**src/rtl/alu_addsub_seq.sv**
```systemverilog
// Multi-cycle Y86 ALU (addq/subq/andq/xorq): walks the operands CHUNK bits per
// clock with a carry register between slices and produces ZF/SF/OF at the end.
module alu_addsub_seq #(
  parameter int WIDTH = 64,
  parameter int CHUNK = 16
) (
  input  logic             clk,
  input  logic             rst,
  input  logic             in_valid,
  output logic             in_ready,
  input  logic [WIDTH-1:0] in_a,
  input  logic [WIDTH-1:0] in_b,
  input  logic [1:0]       in_op,
  output logic             out_valid,
  input  logic             out_ready,
  output logic [WIDTH-1:0] out_result,
  output logic             out_zf,
  output logic             out_sf,
  output logic             out_of,
  output logic [1:0]       dbg_state
);
  // Handshake: a transfer happens on a rising edge where valid && ready are
  // both high; valid is never withdrawn before ready, and neither ready nor
  // valid depends combinationally on the opposite side's signal.

  localparam int NCHUNK = WIDTH / CHUNK;
  localparam int KW = (NCHUNK > 1) ? $clog2(NCHUNK) : 1;
  localparam int IW = (WIDTH > 1) ? $clog2(WIDTH) : 1;
  localparam logic [KW-1:0] K_LAST = KW'(NCHUNK - 1);

  localparam logic [1:0] OP_ADD = 2'd0;
  localparam logic [1:0] OP_SUB = 2'd1;
  localparam logic [1:0] OP_AND = 2'd2;
  localparam logic [1:0] OP_XOR = 2'd3;

  typedef enum logic [1:0] {
    S_IDLE = 2'd0,
    S_BUSY = 2'd1,
    S_DONE = 2'd2
  } state_e;

  state_e             state_q, state_d;
  logic [WIDTH-1:0]   a_q, a_d;
  logic [WIDTH-1:0]   b_q, b_d;
  logic [1:0]         op_q, op_d;
  logic [KW-1:0]      k_q, k_d;
  logic               carry_q, carry_d;
  logic [WIDTH-1:0]   result_q, result_d;
  logic               zf_q, zf_d;
  logic               sf_q, sf_d;
  logic               of_q, of_d;

  logic [IW-1:0]      base;
  logic [CHUNK-1:0]   a_sl;
  logic [CHUNK-1:0]   b_raw;
  logic [CHUNK-1:0]   b_sl;
  logic [CHUNK:0]     sum;
  logic [CHUNK-1:0]   slice_res;
  logic               arith;
  logic               c_msb_in;
  logic               slice_ovf;

  // SUB is A + ~B + 1: the +1 enters through the carry register preset at accept.
  always_comb begin
    base      = IW'(int'(k_q) * CHUNK);
    a_sl      = a_q[base +: CHUNK];
    b_raw     = b_q[base +: CHUNK];
    b_sl      = (op_q == OP_SUB) ? ~b_raw : b_raw;
    sum       = {1'b0, a_sl} + {1'b0, b_sl} + {{CHUNK{1'b0}}, carry_q};
    arith     = (op_q == OP_ADD) || (op_q == OP_SUB);
    c_msb_in  = a_sl[CHUNK-1] ^ b_sl[CHUNK-1] ^ sum[CHUNK-1];
    slice_ovf = arith && (c_msb_in ^ sum[CHUNK]);
    case (op_q)
      OP_AND:  slice_res = a_sl & b_raw;
      OP_XOR:  slice_res = a_sl ^ b_raw;
      default: slice_res = sum[CHUNK-1:0];
    endcase
  end

  always_comb begin
    state_d  = state_q;
    a_d      = a_q;
    b_d      = b_q;
    op_d     = op_q;
    k_d      = k_q;
    carry_d  = carry_q;
    result_d = result_q;
    zf_d     = zf_q;
    sf_d     = sf_q;
    of_d     = of_q;
    case (state_q)
      S_IDLE: begin
        if (in_valid) begin
          a_d      = in_a;
          b_d      = in_b;
          op_d     = in_op;
          k_d      = '0;
          carry_d  = (in_op == OP_SUB);
          result_d = '0;
          state_d  = S_BUSY;
        end
      end
      S_BUSY: begin
        result_d[base +: CHUNK] = slice_res;
        carry_d = sum[CHUNK];
        k_d     = k_q + KW'(1);
        // Flags only make sense once the top slice (holding the MSB) is in.
        if (k_q == K_LAST) begin
          k_d     = '0;
          zf_d    = (result_d == '0);
          sf_d    = result_d[WIDTH-1];
          of_d    = slice_ovf;
          state_d = S_DONE;
        end
      end
      S_DONE: begin
        if (out_ready) state_d = S_IDLE;
      end
      default: state_d = S_IDLE;
    endcase
  end

  always_ff @(posedge clk) begin
    if (rst) begin
      state_q  <= S_IDLE;
      a_q      <= '0;
      b_q      <= '0;
      op_q     <= OP_ADD;
      k_q      <= '0;
      carry_q  <= 1'b0;
      result_q <= '0;
      zf_q     <= 1'b0;
      sf_q     <= 1'b0;
      of_q     <= 1'b0;
    end else begin
      state_q  <= state_d;
      a_q      <= a_d;
      b_q      <= b_d;
      op_q     <= op_d;
      k_q      <= k_d;
      carry_q  <= carry_d;
      result_q <= result_d;
      zf_q     <= zf_d;
      sf_q     <= sf_d;
      of_q     <= of_d;
    end
  end

  assign in_ready   = (state_q == S_IDLE);
  assign out_valid  = (state_q == S_DONE);
  assign out_result = result_q;
  assign out_zf     = zf_q;
  assign out_sf     = sf_q;
  assign out_of     = of_q;
  assign dbg_state  = state_q;

endmodule

```
**config.mk**
```make
export PLATFORM = sky130hd
export DESIGN_NAME = alu_addsub_seq
export DESIGN_NICKNAME = d
export VERILOG_FILES = /design/src/rtl/alu_addsub_seq.sv
export SDC_FILE = /design/constraint.sdc
export NUM_CORES = 1
export LEC_CHECK = 0
export BUFFER_PORTS_ARGS = -buffer_cell sky130_fd_sc_hd__buf_2
export CORE_UTILIZATION = 50
export CTS_CLUSTER_DIAMETER = 120
export DETAILED_ROUTE_END_ITERATION = 8
export PLACE_DENSITY = 0.86
export SLEW_MARGIN = 20
export SYNTH_ARGS = -nofsm -noshare
export SYNTH_HDL_FRONTEND = slang
export SYNTH_SLANG_ARGS = --single-unit
```
**constraint.sdc**
```tcl
create_clock -name clk -period 4.29 [get_ports clk]
set_input_delay 0.858 -clock clk [delete_from_list [all_inputs] [get_ports clk]]
set_output_delay 0.858 -clock clk [all_outputs]
set_load 0.05 [all_outputs]
```
After elaboration in Yosys (flattened, before gate mapping)
Index checks and enable logic that the tools add are counted.
{"block": "word_totals", "register_bits": 202, "latch_bits": 0, "ram_bits": 0, "rom_bits": 0, "in_bits": 134, "out_inout_bits": 71, "word_cells": 58, "memories": 0}
{"block": "classes", "n_addsub": 4, "multipliers": 0, "n_div": 0, "order_cmp": 0, "eq_ne": 10, "shifts": 4, "n_mux": 14, "bitwise_logic": 6, "reduce_logical": 10}
{"operator": "$pmux 64 s2", "n": 1}
{"operator": "$shiftx 64x7->16", "n": 2}
{"operator": "$bwmux 64", "n": 1}
{"operator": "$logic_not 64->1", "n": 1}
{"operator": "$mux 64", "n": 1}
{"operator": "$shift 16x8->64 const A", "n": 1}
{"operator": "$shiftx 16x8->64", "n": 1}
{"operator": "$pmux 16 s2", "n": 1}
{"operator": "$add 16x16->17", "n": 1}
{"operator": "$add 17x1->17", "n": 1}
{"operator": "$and 16x16->16", "n": 1}
{"operator": "$mux 16", "n": 1}
{"operator": "$not 16->16", "n": 1}
{"operator": "$xor 16x16->16", "n": 1}
{"operator": "$mux 2", "n": 5}
{"operator": "$eq 2x2->1 const B", "n": 4}
{"operator": "$neg 6->8", "n": 1}
{"operator": "$eq 2x1->1 const B", "n": 3}
{"operator": "$pmux 2 s3", "n": 1}
{"operator": "$reduce_and 2->1", "n": 3}
{"operator": "$logic_not 2->1", "n": 2}
{"operator": "$ne 2x2->1 const B", "n": 2}
{"operator": "$pmux 2 s2", "n": 1}
{"operator": "$reduce_and 3->1", "n": 1}
{"operator": "other kinds (8)", "n": 10}

Depth between registers and ports, before layout
{"block": "logic_depth", "word_depth": 9, "mapped_depth": 17, "ltp_nobuf": 15}

Worst setup path after synthesis
OpenSTA, ideal clock, no wires.
{"block": "synth_path", "path_kind": "reg-to-reg", "startpoint": "reg k_q[0]", "endpoint": "reg zf_q, in the netlist out_zf", "setup_ns": 0.084, "arrival_ns": 4.320, "t_required_ns": 4.206, "path_slack_ns": -0.115, "stages_incl_launch_ff": 18, "path_buffers": 3, "synth_period_minus_slack_ns": 4.405, "cell_sequence": "dfxtp_1 > buf_2 > buf_1 > buf_2 > mux4_2 > inv_1 > fa_1 > inv_1 > fa_1 > xnor2_1 > mux2i_1 > a21oi_1 > or4b_1 > a2111oi_2 > o2111ai_1 > nor4_2 > o2111ai_1 > o31ai_2"}
{"block": "synth_via", "elab_chain_cells": 9, "elab_cells_between_ends": 16, "cone_classes": "add/sub: 3; eq/ne: 1; shift: 4; mux: 3; bitwise: 3; reduce/logical: 2"}
{"item": "start: declaration", "line": "46", "text": "logic [KW-1:0] k_q, k_d;"}
{"item": "start signal: assignment", "line": "140", "text": "k_q <= k_d;"}
{"item": "$shiftx 64x7->16", "line": "67", "text": "b_raw = b_q[base +: CHUNK];"}
{"item": "$not 16->16", "line": "68", "text": "b_sl = (op_q == OP_SUB) ? ~b_raw : b_raw;"}
{"item": "$mux 16", "line": "68"}
{"item": "$add 16x16->17", "line": "69", "text": "sum = {1'b0, a_sl} + {1'b0, b_sl} + {{CHUNK{1'b0}}, carry_q};"}
{"item": "$add 17x1->17", "line": "69"}
{"item": "$pmux 16 s2", "line": "73", "text": "case (op_q)"}
{"item": "$shiftx 16x8->64", "line": "104", "text": "result_d[base +: CHUNK] = slice_res;"}
{"item": "$bwmux 64", "line": "104"}
{"item": "$logic_not 64->1", "line": "110", "text": "zf_d = (result_d == '0);"}
{"item": "end signal: assignment", "line": "143", "text": "zf_q <= zf_d;"}
{"item": "end: declaration", "line": "49", "text": "logic zf_q, zf_d;"}
Several ways; a longest one is shown, not always the timed one.
A chain may end at the register's enable or synchronous reset.

Worst setup path after layout
Same ends and word-level chain as after synthesis.

==> flow_metrics.py <==
metrics = {
    "outcome": {
        "status": "completed",
    },
    "synth": {
        "synth_area_mm2": 0.00966,
        "ys_warn_count": 0,
        "synth_async_sr_flop_share": 0,
        "syn_nets": 1319,
        "yosysTopAreaCell": "dfxtp_1",
        "synth_top_area_share": 0.418,
        "ys_types": 62,
        "netlist_top_cells_area": "dfxtp_1 (42%), nand2_1 (11%), a21oi_1 (8.4%)",
        "synth_ff_type": "dfxtp_1",
        "synth_seq_cells": 202,
        "synth_edf_count": 0,
        "synth_common_cells": "nand2_1 (293), dfxtp_1 (202), a21oi_1 (163), nor2_1 (88), clkbuf_1 (68)",
        "avgSynthCellArea_um2": 8.43,
        "syn_inst": 1146,
        "synth-seq-area-share": 0.418,
        "synth_most_common_cell": "nand2_1",
    },
    "min_path": {
        "min_to": "a_q[12]",
        "hold_depth": 2,
        "hold_start": "a_q[12]",
        "hp-class": "flop to flop",
    },
    "global_routing": {
        "track_usage": 0.283,
        "grt_pass1_wl_um": 44700,
        "grt_max_degree": 106,
        "grt_pass1_vias": 8723,
        "grt_remaining_overflow": 0,
        "antenna_found_initial": 1,
    },
    "clocking": {
        "clk_path_buf_depth": 3,
        "cts-htree-levels": 1,
        "clock-root-buffer": "clkbuf_16",
        "cts_buffers": 21,
        "cts_tree": "done",
        "clk_pin_slew_worst_paths_ns": 0.06,
        "clock_sinks": 202,
        "insertion_delay_ns": 0.50,
    },
    "place": {
        "gp_congestion": 0.950,
        "pre_cts_slack_ns": 0.155,
        "dpl.hpwl_um": 20100,
        "portBuffers": 204,
    },
    "floorplanning": {
        "core_area_mm2": 0.0188,
        "dieArea_mm2": 0.0199,
        "start_util": 0.513,
        "io_pins": 205,
        "die_y_um": 141,
        "std_cell_rows": 50,
        "die_w_um": 141,
    },
    "setup_path": {
        "worst-setup-path-type": "flop to flop",
        "critPathLaunchType": "flop",
        "worstRegToRegCells": 13,
        "critPathMaxFanout": 42,
        "r2r_setup_slack_ns": 0.18,
        "cp-end-kind": "flop",
        "rr_endpoint": "out_zf",
        "arrival_ns": 4.52,
        "critPathLaunch": "k_q[0]",
        "r2r_start": "k_q[0]",
        "cp_data_required_time_ns": 4.70,
    },
    "route": {
        "drcViolationCount": 0,
        "routed_wl_um": 28200,
        "drt_first_pass_iters": 7,
        "wl_per_cell_um": 17.8,
        "post_drt_via_cell_ratio": 5.78,
        "antenna_left": 0,
        "vias": 9180,
        "first_iter_violations": 816,
    },
    "timing": {
        "timing.final.crit_share": 0.957,
        "relSlewSlack": 0.241,
        "worst_slack_ns": 0.183,
        "setup_viol_count_final": 0,
        "rsz0062_at_grt": "false",
        "whs_ns": 0.455,
        "hold_violations": 0,
        "drv_slew": 0,
        "fin_tns_setup_ns": 0,
        "fin_skew_ns": 0.0115,
        "max_freq_mhz": 243,
        "worst_slew_pin_slew_ns": 1.14,
        "period_needed_ns": 4.11,
    },
    "finish": {
        "nets": 1485,
        "fin_util": 0.620,
        "final.fill_count": 1553,
        "layout-drive-gt1-share": 0.239,
        "area_growth_syn_to_layout_pct": 20.9,
    },
    "pwr": {
        "p_leak_nw": 4.83,
        "ir_worst_vdd_uv": 329,
        "p_per_area_mw_per_mm2": 425,
    },
    "job": {
        "maxCapViolCount": 0,
    },
}
-- worst max path at each step --
stage / slack [ns] / endpoint / cells after the start
2_1_floorplan: 0.13 / out_zf / 14
3_3_place_gp: 0.28 / out_zf / 14
3_5_place_dp: 0.16 / out_zf / 13
4_1_cts: 0.14 / out_zf / 13
5_1_grt: 0.01 / out_zf / 13
6_report: 0.18 / out_zf / 13
-- layout by cell type (no fill, tap or decap), types with 9 or more instances in the layout --
master | Yosys | routed
ha_1 | 37 | 37
mux4_2 | 32 | 32
nand2_1 | 293 | 292
dfxtp_1 | 202 | 200
nor2_1 | 88 | 87
a22oi_1 | 61 | 61
clkbuf_16 | 0 | 21
nand3_1 | 9 | 9
buf_2 | 6 | 203
buf_4 | 0 | 19
inv_1 | 9 | 9
o21ai_1 | 15 | 15
nor3_1 | 9 | 9
xnor2_1 | 24 | 23
nor4_1 | 14 | 14
a21oi_1 | 163 | 162
-- critical path: stages, from the launching register on --
cell and delay (ns):
dfxtp_2 0.36, buf_12 0.28, mux4_2 0.60, xnor2_2 0.18, fa_1 0.45, xnor2_1 0.21
mux2i_2 0.20, a21oi_1 0.23, or4b_1 0.47, a2111oi_2 0.22, o2111ai_1 0.18, nor4_2 0.24
o2111ai_1 0.18, o31ai_2 0.19
-- per-layer routing --
layer / vias to the layer above / track usage / routed length [µm] / share of wire
li1: 4361 / - / - / -
met1: 4304 / 0.371 / 11800 / 0.42
met2: 435 / 0.465 / 13400 / 0.48
met3: 80 / 0.0428 / 1970 / 0.070
met4: 0 / 0.122 / 1080 / 0.038
met5: - / 0 / 0 / 0
-- cell families after synthesis --
kind of cell / count (synthesis) / share of synthesized area
and+or+nand+nor: 445 / 0.192
buffers and inverters: 92 / 0.0373
DFF: 202 / 0.418
adders and majority gates: 39 / 0.0521
xor gates and xnor gates: 29 / 0.0263
AOI/OAI and AO/OA: 291 / 0.182
muxes: 48 / 0.0925
-- stage by stage --
step	total power, W	area (µm²)	cells
after floorplan	0.00263	9660	1146
after CTS	0.00496	11600	1584
after global placement	0.00291	10900	1547
final	0.00497	11700	1587
after global routing	0.00515	11700	1586
after detailed placement	0.00293	10900	1547
-- where the power goes --
group / internal (W) / switching, W
Clock: 0.00129 / 0.000759
Sequential: 0.00196 / 0.0000496
Combinational: 0.000323 / 0.000587
-- sequential cells by signal, indices dropped and copies added, names as in the netlist --
| name | cells |
|---|---|
| a_q | 64 |
| b_q | 64 |
| out_result | 64 |
| dbg_state | 2 |
| k_q | 2 |
| op_q | 2 |
| carry_q | 1 |
| out_of | 1 |
| out_sf | 1 |
| out_zf | 1 |
-- what timing repair did --
action	in CTS	in global routing
hold buffers	0	0
resized for setup	0	3
endpoints found under the setup margin	0	3
buffers inserted	0	2
-- cell type report --
| cell class | instances | area [µm²] | area share |
|---|---|---|---|
| tap | 260 | 325 | 0.0279 |
| multi-input combinational | 852 | 5300 | 0.453 |
| sequential | 202 | 4050 | 0.346 |
| antenna | 1 | 2.50 | 0.000214 |
| clock inverter | 9 | 178 | 0.0152 |
| clock buffer | 28 | 602 | 0.0515 |
| timing repair buffer | 224 | 1190 | 0.102 |
| inverter | 11 | 41.3 | 0.00354 |
No activity file was read; power rests on OpenSTA's default activity.
